**src/rtl/accum_pkg.sv**
```systemverilog
// Shared types and helpers for the packet accumulator.
// State encoding, datapath sizing and signed-overflow rule.
package accum_pkg;

  typedef enum logic [1:0] {
    IDLE = 2'd0,
    ACC  = 2'd1,
    HOLD = 2'd2
  } state_e;

  localparam int ACC_WIDTH = 32;
  localparam int CS_BLOCK  = 8;

  function automatic logic signed_ovf(
    input logic a_msb,
    input logic b_msb,
    input logic s_msb
  );
    return (a_msb == b_msb) && (s_msb != a_msb);
  endfunction

endpackage

```
**src/rtl/stream_accumulator32_if.sv**
```systemverilog
// Operand stream in, packet result out.
// master = operand source / result consumer, slave = accumulator.
interface stream_accumulator32_if #(
  parameter int WIDTH = 32,
  parameter int CNT_W = 16
);
  logic             in_valid;
  logic             in_ready;
  logic [WIDTH-1:0] in_data;
  logic             in_last;
  logic             out_valid;
  logic             out_ready;
  logic [WIDTH-1:0] out_sum;
  logic             out_carry;
  logic             out_ovf;
  logic [CNT_W-1:0] out_count;

  modport master (
    output in_valid, in_data, in_last, out_ready,
    input  in_ready, out_valid, out_sum,
    input  out_carry, out_ovf, out_count
  );

  modport slave (
    input  in_valid, in_data, in_last, out_ready,
    output in_ready, out_valid, out_sum,
    output out_carry, out_ovf, out_count
  );
endinterface

```
**src/rtl/adder32_cs.sv**
```systemverilog
// Carry-select adder: each block precomputes sums for
// carry-in 0 and 1, the incoming block carry picks one.
module adder32_cs
  import accum_pkg::*;
#(
  parameter int WIDTH = ACC_WIDTH
) (
  input  logic [WIDTH-1:0] a,
  input  logic [WIDTH-1:0] b,
  input  logic             cin,
  output logic [WIDTH-1:0] sum,
  output logic             cout
);
  localparam int NB = WIDTH / CS_BLOCK;

  logic [NB:0] c;

  assign c[0] = cin;

  for (genvar g = 0; g < NB; g++) begin : g_blk
    logic [CS_BLOCK:0] r0;
    logic [CS_BLOCK:0] r1;

    assign r0 = {1'b0, a[g*CS_BLOCK +: CS_BLOCK]}
              + {1'b0, b[g*CS_BLOCK +: CS_BLOCK]};
    assign r1 = {1'b0, a[g*CS_BLOCK +: CS_BLOCK]}
              + {1'b0, b[g*CS_BLOCK +: CS_BLOCK]}
              + {{CS_BLOCK{1'b0}}, 1'b1};

    assign sum[g*CS_BLOCK +: CS_BLOCK] =
      c[g] ? r1[CS_BLOCK-1:0] : r0[CS_BLOCK-1:0];
    assign c[g+1] = c[g] ? r1[CS_BLOCK] : r0[CS_BLOCK];
  end

  assign cout = c[NB];

endmodule

```
**src/rtl/stream_accumulator32.sv**
```systemverilog
// Sums each operand packet and presents total, beat
// count and sticky carry/overflow once per packet.
module stream_accumulator32
  import accum_pkg::*;
#(
  parameter int WIDTH = ACC_WIDTH,
  parameter int CNT_W = 16
) (
  input logic                  clk,
  input logic                  rst,
  stream_accumulator32_if.slave bus
);
  state_e           state_q, state_d;
  logic [WIDTH-1:0] acc_q, acc_d;
  logic [CNT_W-1:0] cnt_q, cnt_d;
  logic             carry_q, carry_d;
  logic             ovf_q, ovf_d;
  logic             valid_q, valid_d;

  logic [WIDTH-1:0] add_a;
  logic [WIDTH-1:0] add_sum;
  logic             add_cout;
  logic             ovf_beat;
  logic             accept;

  // First beat of a packet adds onto zero, later beats onto acc.
  assign add_a = (state_q == ACC) ? acc_q : '0;

  adder32_cs #(.WIDTH(WIDTH)) u_add (
    .a    (add_a),
    .b    (bus.in_data),
    .cin  (1'b0),
    .sum  (add_sum),
    .cout (add_cout)
  );

  assign ovf_beat = signed_ovf(add_a[WIDTH-1],
                               bus.in_data[WIDTH-1],
                               add_sum[WIDTH-1]);

  assign bus.in_ready = !rst && (state_q != HOLD);
  assign accept       = bus.in_valid && bus.in_ready;

  assign bus.out_valid = valid_q;
  assign bus.out_sum   = acc_q;
  assign bus.out_count = cnt_q;
  assign bus.out_carry = carry_q;
  assign bus.out_ovf   = ovf_q;

  // Next-state: accumulate beats, hold result until taken.
  always_comb begin
    state_d = state_q;
    acc_d   = acc_q;
    cnt_d   = cnt_q;
    carry_d = carry_q;
    ovf_d   = ovf_q;
    valid_d = valid_q;
    unique case (state_q)
      IDLE: begin
        if (accept) begin
          acc_d   = add_sum;
          cnt_d   = CNT_W'(1);
          carry_d = add_cout;
          ovf_d   = ovf_beat;
          state_d = bus.in_last ? HOLD : ACC;
          valid_d = bus.in_last;
        end
      end
      ACC: begin
        if (accept) begin
          acc_d   = add_sum;
          cnt_d   = (cnt_q == '1) ? cnt_q
                                  : cnt_q + CNT_W'(1);
          carry_d = carry_q | add_cout;
          ovf_d   = ovf_q | ovf_beat;
          state_d = bus.in_last ? HOLD : ACC;
          valid_d = bus.in_last;
        end
      end
      HOLD: begin
        if (bus.out_ready) begin
          state_d = IDLE;
          valid_d = 1'b0;
        end
      end
      default: begin
        state_d = IDLE;
        valid_d = 1'b0;
      end
    endcase
  end

  // State and result registers; reset drops any partial packet.
  always_ff @(posedge clk or posedge rst) begin
    if (rst) begin
      state_q <= IDLE;
      acc_q   <= '0;
      cnt_q   <= '0;
      carry_q <= 1'b0;
      ovf_q   <= 1'b0;
      valid_q <= 1'b0;
    end else begin
      state_q <= state_d;
      acc_q   <= acc_d;
      cnt_q   <= cnt_d;
      carry_q <= carry_d;
      ovf_q   <= ovf_d;
      valid_q <= valid_d;
    end
  end

endmodule

```
**src/flat_wrapper.sv**
```systemverilog
// flat-port wrapper written by rule: the top's interface ports become plain ports
module stream_accumulator32_flat import accum_pkg::*;
#(
  parameter int WIDTH = ACC_WIDTH,
  parameter int CNT_W = 16
)
  (clk, rst, bus_in_valid, bus_in_data, bus_in_last, bus_out_ready, bus_in_ready, bus_out_valid, bus_out_sum, bus_out_carry, bus_out_ovf, bus_out_count);
  stream_accumulator32_if #(.WIDTH(WIDTH), .CNT_W(CNT_W)) bus_i ();
  input logic clk;
  input logic rst;
  input wire logic [$bits(bus_i.in_valid)-1:0] bus_in_valid;
  input wire logic [$bits(bus_i.in_data)-1:0] bus_in_data;
  input wire logic [$bits(bus_i.in_last)-1:0] bus_in_last;
  input wire logic [$bits(bus_i.out_ready)-1:0] bus_out_ready;
  output wire logic [$bits(bus_i.in_ready)-1:0] bus_in_ready;
  output wire logic [$bits(bus_i.out_valid)-1:0] bus_out_valid;
  output wire logic [$bits(bus_i.out_sum)-1:0] bus_out_sum;
  output wire logic [$bits(bus_i.out_carry)-1:0] bus_out_carry;
  output wire logic [$bits(bus_i.out_ovf)-1:0] bus_out_ovf;
  output wire logic [$bits(bus_i.out_count)-1:0] bus_out_count;
  assign bus_i.in_valid = bus_in_valid;
  assign bus_i.in_data = bus_in_data;
  assign bus_i.in_last = bus_in_last;
  assign bus_i.out_ready = bus_out_ready;
  assign bus_in_ready = bus_i.in_ready;
  assign bus_out_valid = bus_i.out_valid;
  assign bus_out_sum = bus_i.out_sum;
  assign bus_out_carry = bus_i.out_carry;
  assign bus_out_ovf = bus_i.out_ovf;
  assign bus_out_count = bus_i.out_count;
  stream_accumulator32 #(.WIDTH(WIDTH), .CNT_W(CNT_W)) u_core (.clk(clk), .rst(rst), .bus(bus_i));
endmodule
```
**config.mk**
```make
export PLATFORM = sky130hd
export DESIGN_NAME = stream_accumulator32_flat
export DESIGN_NICKNAME = d
export VERILOG_FILES = /design/src/rtl/accum_pkg.sv /design/src/rtl/stream_accumulator32_if.sv /design/src/rtl/adder32_cs.sv /design/src/rtl/stream_accumulator32.sv /design/src/flat_wrapper.sv
export SDC_FILE = /design/constraint.sdc
export NUM_CORES = 1
export LEC_CHECK = 0
export CAP_MARGIN = 20
export CORE_UTILIZATION = 45
export CTS_CLUSTER_SIZE = 12
export DETAILED_ROUTE_END_ITERATION = 12
export GPL_ROUTABILITY_DRIVEN = 0
export HOLD_SLACK_MARGIN = 0.12
export PLACE_DENSITY = 0.76
export SLEW_MARGIN = 20
export SYNTH_ARGS = -nofsm -noshare
export SYNTH_HDL_FRONTEND = slang
export SYNTH_HIERARCHICAL = 1
export SYNTH_SLANG_ARGS = --single-unit
```
**constraint.sdc**
```tcl
create_clock -name clk -period 12.9 [get_ports clk]
set_input_delay 2.58 -clock clk [delete_from_list [all_inputs] [get_ports clk]]
set_output_delay 2.58 -clock clk [all_outputs]
set_load 0.02 [all_outputs]
```
# After elaboration in Yosys (flattened, before gate mapping)

Index checks and enable logic that the tools add are counted.

Output and inout bits: 52
ROM bits: 0
Memories kept: 0
Logic and storage cells: 62
Bits of input ports: 37
Bits in latches: 0
Memory bits (writable): 0
Register bits: 53

$lt $le $gt $ge: 0
Divide/modulo/power cells: 0
Multiplexer cells: 24
Multiply operators: 0
Add/subtract/negate cells: 8
Reductions and logical operators: 11
Shift-type cells: 0
Bitwise operators: 2
Eq/ne operators: 11

Operators with widths:

| cell                                                            | count |
|---|---|
| 16-bit two-way mux                                              | 3 |
| 8-bit by 8-bit adder with 9-bit output                          | 4 |
| 32-bit two-way mux                                              | 1 |
| 16-bit one-hot mux with 2 select lines                          | 1 |
| 9-bit by 1-bit adder with 9-bit output, second input constant   | 3 |
| 8-bit two-way mux                                               | 3 |
| 16-bit by 1-bit adder with 16-bit output, second input constant | 1 |
| 16-bit == test, second input constant                           | 1 |
| 1-bit two-way mux                                               | 9 |
| 2-bit two-way mux                                               | 3 |
| 2-bit by 1-bit != test with 1-bit output, second input constant | 3 |
| 2-bit != test, second input constant                            | 3 |
| 1-bit one-hot mux with 2 select lines                           | 3 |
| 2-bit one-hot mux with 2 select lines                           | 1 |
| 2-bit AND reduction                                             | 2 |
| 4-bit AND reduction                                             | 1 |
| 1-bit logical AND                                               | 3 |
| 3-bit AND reduction                                             | 1 |
| 2-bit by 1-bit == test with 1-bit output, second input constant | 1 |
| 2-bit == test, second input constant                            | 1 |
| 2-bit zero test                                                 | 1 |
| 1-bit OR                                                        | 2 |
| 2-bit nonzero test                                              | 1 |
| 2-bit OR reduction                                              | 1 |
| 3 further kinds                                                 | 3 |

# Depth between registers and ports, before layout

Word-level depth: 12
Mapped depth: 19
Gate-level depth less buffers: 17

# Cells and area by module

Netlist, hierarchy kept.

By module, submodules not included:

| module               | area each (um2) | cells an instance | sequential area each (um2) | times used |
|---|---|---|---|---|
| stream_accumulator32 | 2539.9          | 296               | 1301.2                     | 1 |
| adder32_cs           | 2264.7          | 293               | 0.0                        | 1 |

# Worst setup path after synthesis

No wires, ideal clock.

Kind: input to output
Start point: input rst
End point: output bus_in_ready
Arrival: 4.050 ns
Buffers on the path: 0
Stages: 2
Required time: 10.320 ns
Setup slack: 6.270 ns
Cells stage by stage: inv_1 and2_1

Cells in the longest elaborated chain, start to end: 2

Ends and longest elaborated chain:

| element            | line                       | source |
|---|---|---|
| start: declaration | flat_wrapper.sv:10         | `input logic rst;` |
| 1-bit zero test    | stream_accumulator32.sv:41 | `assign bus.in_ready = !rst && (state_q != HOLD);` |
| 1-bit logical AND  | stream_accumulator32.sv:41 |  |
| end: declaration   | flat_wrapper.sv:15         | `output wire logic [$bits(bus_i.in_ready)-1:0] bus_in_ready;` |

Every way passes these cells.

# Worst setup path in the final report

Same ends and word-level chain as after synthesis.

==> metrics.txt <==
outcome=complete, no violations; setup TNS=0 ns; largest net degree at the start of global routing=54; ANT cells=0; Post-CTS Setup Inserts=0; Logic pwr share=59.9%; gr ovfl total=0; 1st-iter DRT viols=230; cts bufs inserted=5; crit path time final=7.09 ns; sw power=400 µW; Top Layer Used=met4; Clock Power Share=11.1%; Vias/cell=5.66; Slowest cell on crit path=clkdlybuf4s50_1; count leader, synth=nand2_1; share of cells above drive strength 1=6.23%; Hold Fails Final Rpt=0; Setup CP Type=in -> out; maximum root-to-sink buffer count=2; DR WL/cell=14.7 µm; routed via count=4585; M1 WL=5.29 mm; main combinational cell family by area after synthesis=simple AND/OR/NAND/NOR gates; Synth Instances=~590; mean post-synth cell area=8.16 µm²; crit end category=output pin; Setup WS post-layout=5.81 ns; mux share of post-synthesis cell area=2.11%; #FFs+latches synth=52; WP data arrival=~4.5 ns; post-synthesis sequential area ratio=a little over a quarter; Setup-failing EPs final=0; DIE HEIGHT=approximately 110 µm; Critical Path, Cell by Cell=clkdlybuf4s50_1, inv_2, buf_4, and2_1, clkdlybuf4s50_1; max incr delay on CP=0.60 ns; Tot GR Track Use=21.7%; Remaining DRCs=0; CTS tree=done; Detailed Place HPWL=9.09 mm; EDFF count, synth=0; leakage=0.00259 µW; unrepaired setup endpoints after global routing=no; # IOs=slightly below 90; clock skew=0.0129 ns; predominant post-synthesis flop cell=dfrtp_1; max_cap viols=0; sw frac=44.7%; first-pass GRT wire length=20.2 mm; Synth Area in Compound Gates=15.5%; number of global-route vias before repair=roughly 4400; Synth area leaders=dfrtp_1, nand2_1, ha_1, xnor2_1, and2_1; Total Wirelength=roughly 12 mm; Core Region=0.0103 mm²; Initial Util=46.5%; Netlist cell types=70; synthesis-to-finish area growth=23.3%; Cells after DPL=802; port bufs=88; synth cell count leaders=nand2_1, dfrtp_1, ha_1; root buf cell=clkbuf_8; setup slack after placement=5.75 ns; Sink Count=52; max_slew headroom=50.0%; fmax=141 MHz; Seq pwr share=around 29%; die area=0.0111 mm²; Design Area, Final=0.00593 mm²; CP max FO=53; Hold Crit Class=reg -> reg; XOR/XNOR share of the synthesized area=under 10%; post-CTS resize count=0; async set-reset flop share out of synthesis=100%; Initial DRT Pass Iterations=5; placed inst area=0.00583 mm²; CP most frequent cell=clkdlybuf4s50_1; initial antenna violation count=0; warnings from Yosys=6; Met2 Wirelength=5.95 mm; antenna-violating nets left=0; CTS H-tree depth=2; Adder-Cell Fraction of Synth Area=between 10% and 20%; CP Data Required Time=10.32 ns; pins over their slew limit=0; fraction of the cycle the final worst path needs=about 55%; Simple-Gate Fraction of Synth Area=32.5%; area share of the largest cell type after synthesis=27.1%; Power Internal=496 µW; hold_buf cts=0; Rows=37; worst slew pin tran=0.743 ns; Max VDD drop=0.0000711 V; Final #Nets=about 750; die outline width=105 µm; WL met3=slightly above 500 µm; startpoint types=input port; PD cells=151 mW/mm²; Post-Layout Cell Count=810; area leader, netlist=dfrtp_1; Worst-Skew Late Latency=around 0.31 ns; Worst-path clk slew=0.10 ns; Mapped Area=0.00480 mm²
[registers in the layout (all words and copies together) (netlist names)]
name                  cells
u_core/bus.out_sum       32
u_core/bus.out_ovf        1
u_core/bus.out_count     16
u_core/state_q            2
u_core/bus.out_carry      1
[power groups by stage]
stage,clock (µW),combinational [µW],sequential (µW)
4_1_cts,100,537,262
5_1_grt,107,588,269
2_1_floorplan,0,307,305
6_report,99.1,537,260
3_5_place_dp,0,535,264
3_3_place_gp,0,519,262
[per-stage QoR]
step	util, %	hold WS (ns)	power, µW
2_1_floorplan	-	0.588	612
3_3_place_gp	56.5	0.480	781
3_5_place_dp	56.5	0.477	799
4_1_cts	57.4	0.500	899
5_1_grt	57.4	0.539	964
6_report	57.4	0.496	896
[final timing paths]
check                                       start                       end  slack [ns]  depth (start not counted)
setup / recovery                              rst              bus_in_ready        5.81                          5
hold / removal             u_core/bus.out_sum[30]    u_core/bus.out_sum[30]        0.50                          2
setup reg to reg                u_core/state_q[0]    u_core/bus.out_sum[17]        8.30                         15
hold reg to reg            u_core/bus.out_sum[30]    u_core/bus.out_sum[30]        0.50                          2
max in group asynchronous                     rst    u_core/bus.out_sum[28]        9.57                          3
min in group asynchronous                     rst  u_core/bus.out_count[15]        2.88                          3
[worst max-delay path, delay by kind of cell]
kind	cells	cell delay, ns
buffers and inverters	4	1.70
AND/OR/NAND/NOR	1	0.21
[per-layer routing]
layer	track usage [%]	up-vias
li1	-	2261
met1	27.0	2194
met2	39.0	114
met3	3.28	16
met4	5.53	0
met5	0	-
[cells in the final DEF (no fill, tap or decap), types with 5 or more instances in the layout]
cell type / netlist / layout
a211oi_1: 8 / 8
buf_4: 0 / 5
o21bai_1: 5 / 5
xnor2_1: 34 / 34
dfrtp_1: 52 / 52
nand3_1: 19 / 19
or4_1: 8 / 8
nor3_1: 12 / 12
o31ai_1: 7 / 7
mux2_2: 5 / 5
xor2_1: 15 / 15
and3_1: 10 / 10
clkdlybuf4s50_1: 0 / 88
and4_1: 6 / 6
clkbuf_8: 0 / 5
nor2_1: 32 / 32
ha_1: 37 / 37
a21oi_1: 25 / 25
nand2_1: 129 / 129
a21o_1: 9 / 9
or2_2: 7 / 7
inv_1: 11 / 10
nand4_1: 10 / 10
and2_1: 36 / 36
nor4_1: 6 / 6
o21ai_0: 11 / 11
[kinds of logic (layout without fill, tap and decap cells)]
| kind of cell | Yosys count | after routing |
|---|---|---|
| AND/OR/NAND/NOR | 304 | 304 |
| buffers and inverters | 30 | 112 |
| adder cells (fa/ha/maj) | 41 | 41 |
| other | 1 | 4 |
| XOR/XNOR | 49 | 49 |
| multiplexers | 9 | 9 |
| AO/OA/AOI/OAI | 103 | 103 |
| flip-flops | 52 | 52 |
[cell type report]
class	count	area (µm²)
Tap cell	136	170
Inverter	11	41.3
Fill cell	943	4400
Timing Repair Buffer	93	918
Clock inverter	3	25.0
Clock buffer	5	68.8
Sequential cell	52	1300
Multi-Input combinational cell	510	3400
No activity file was read; power rests on OpenSTA's default activity.
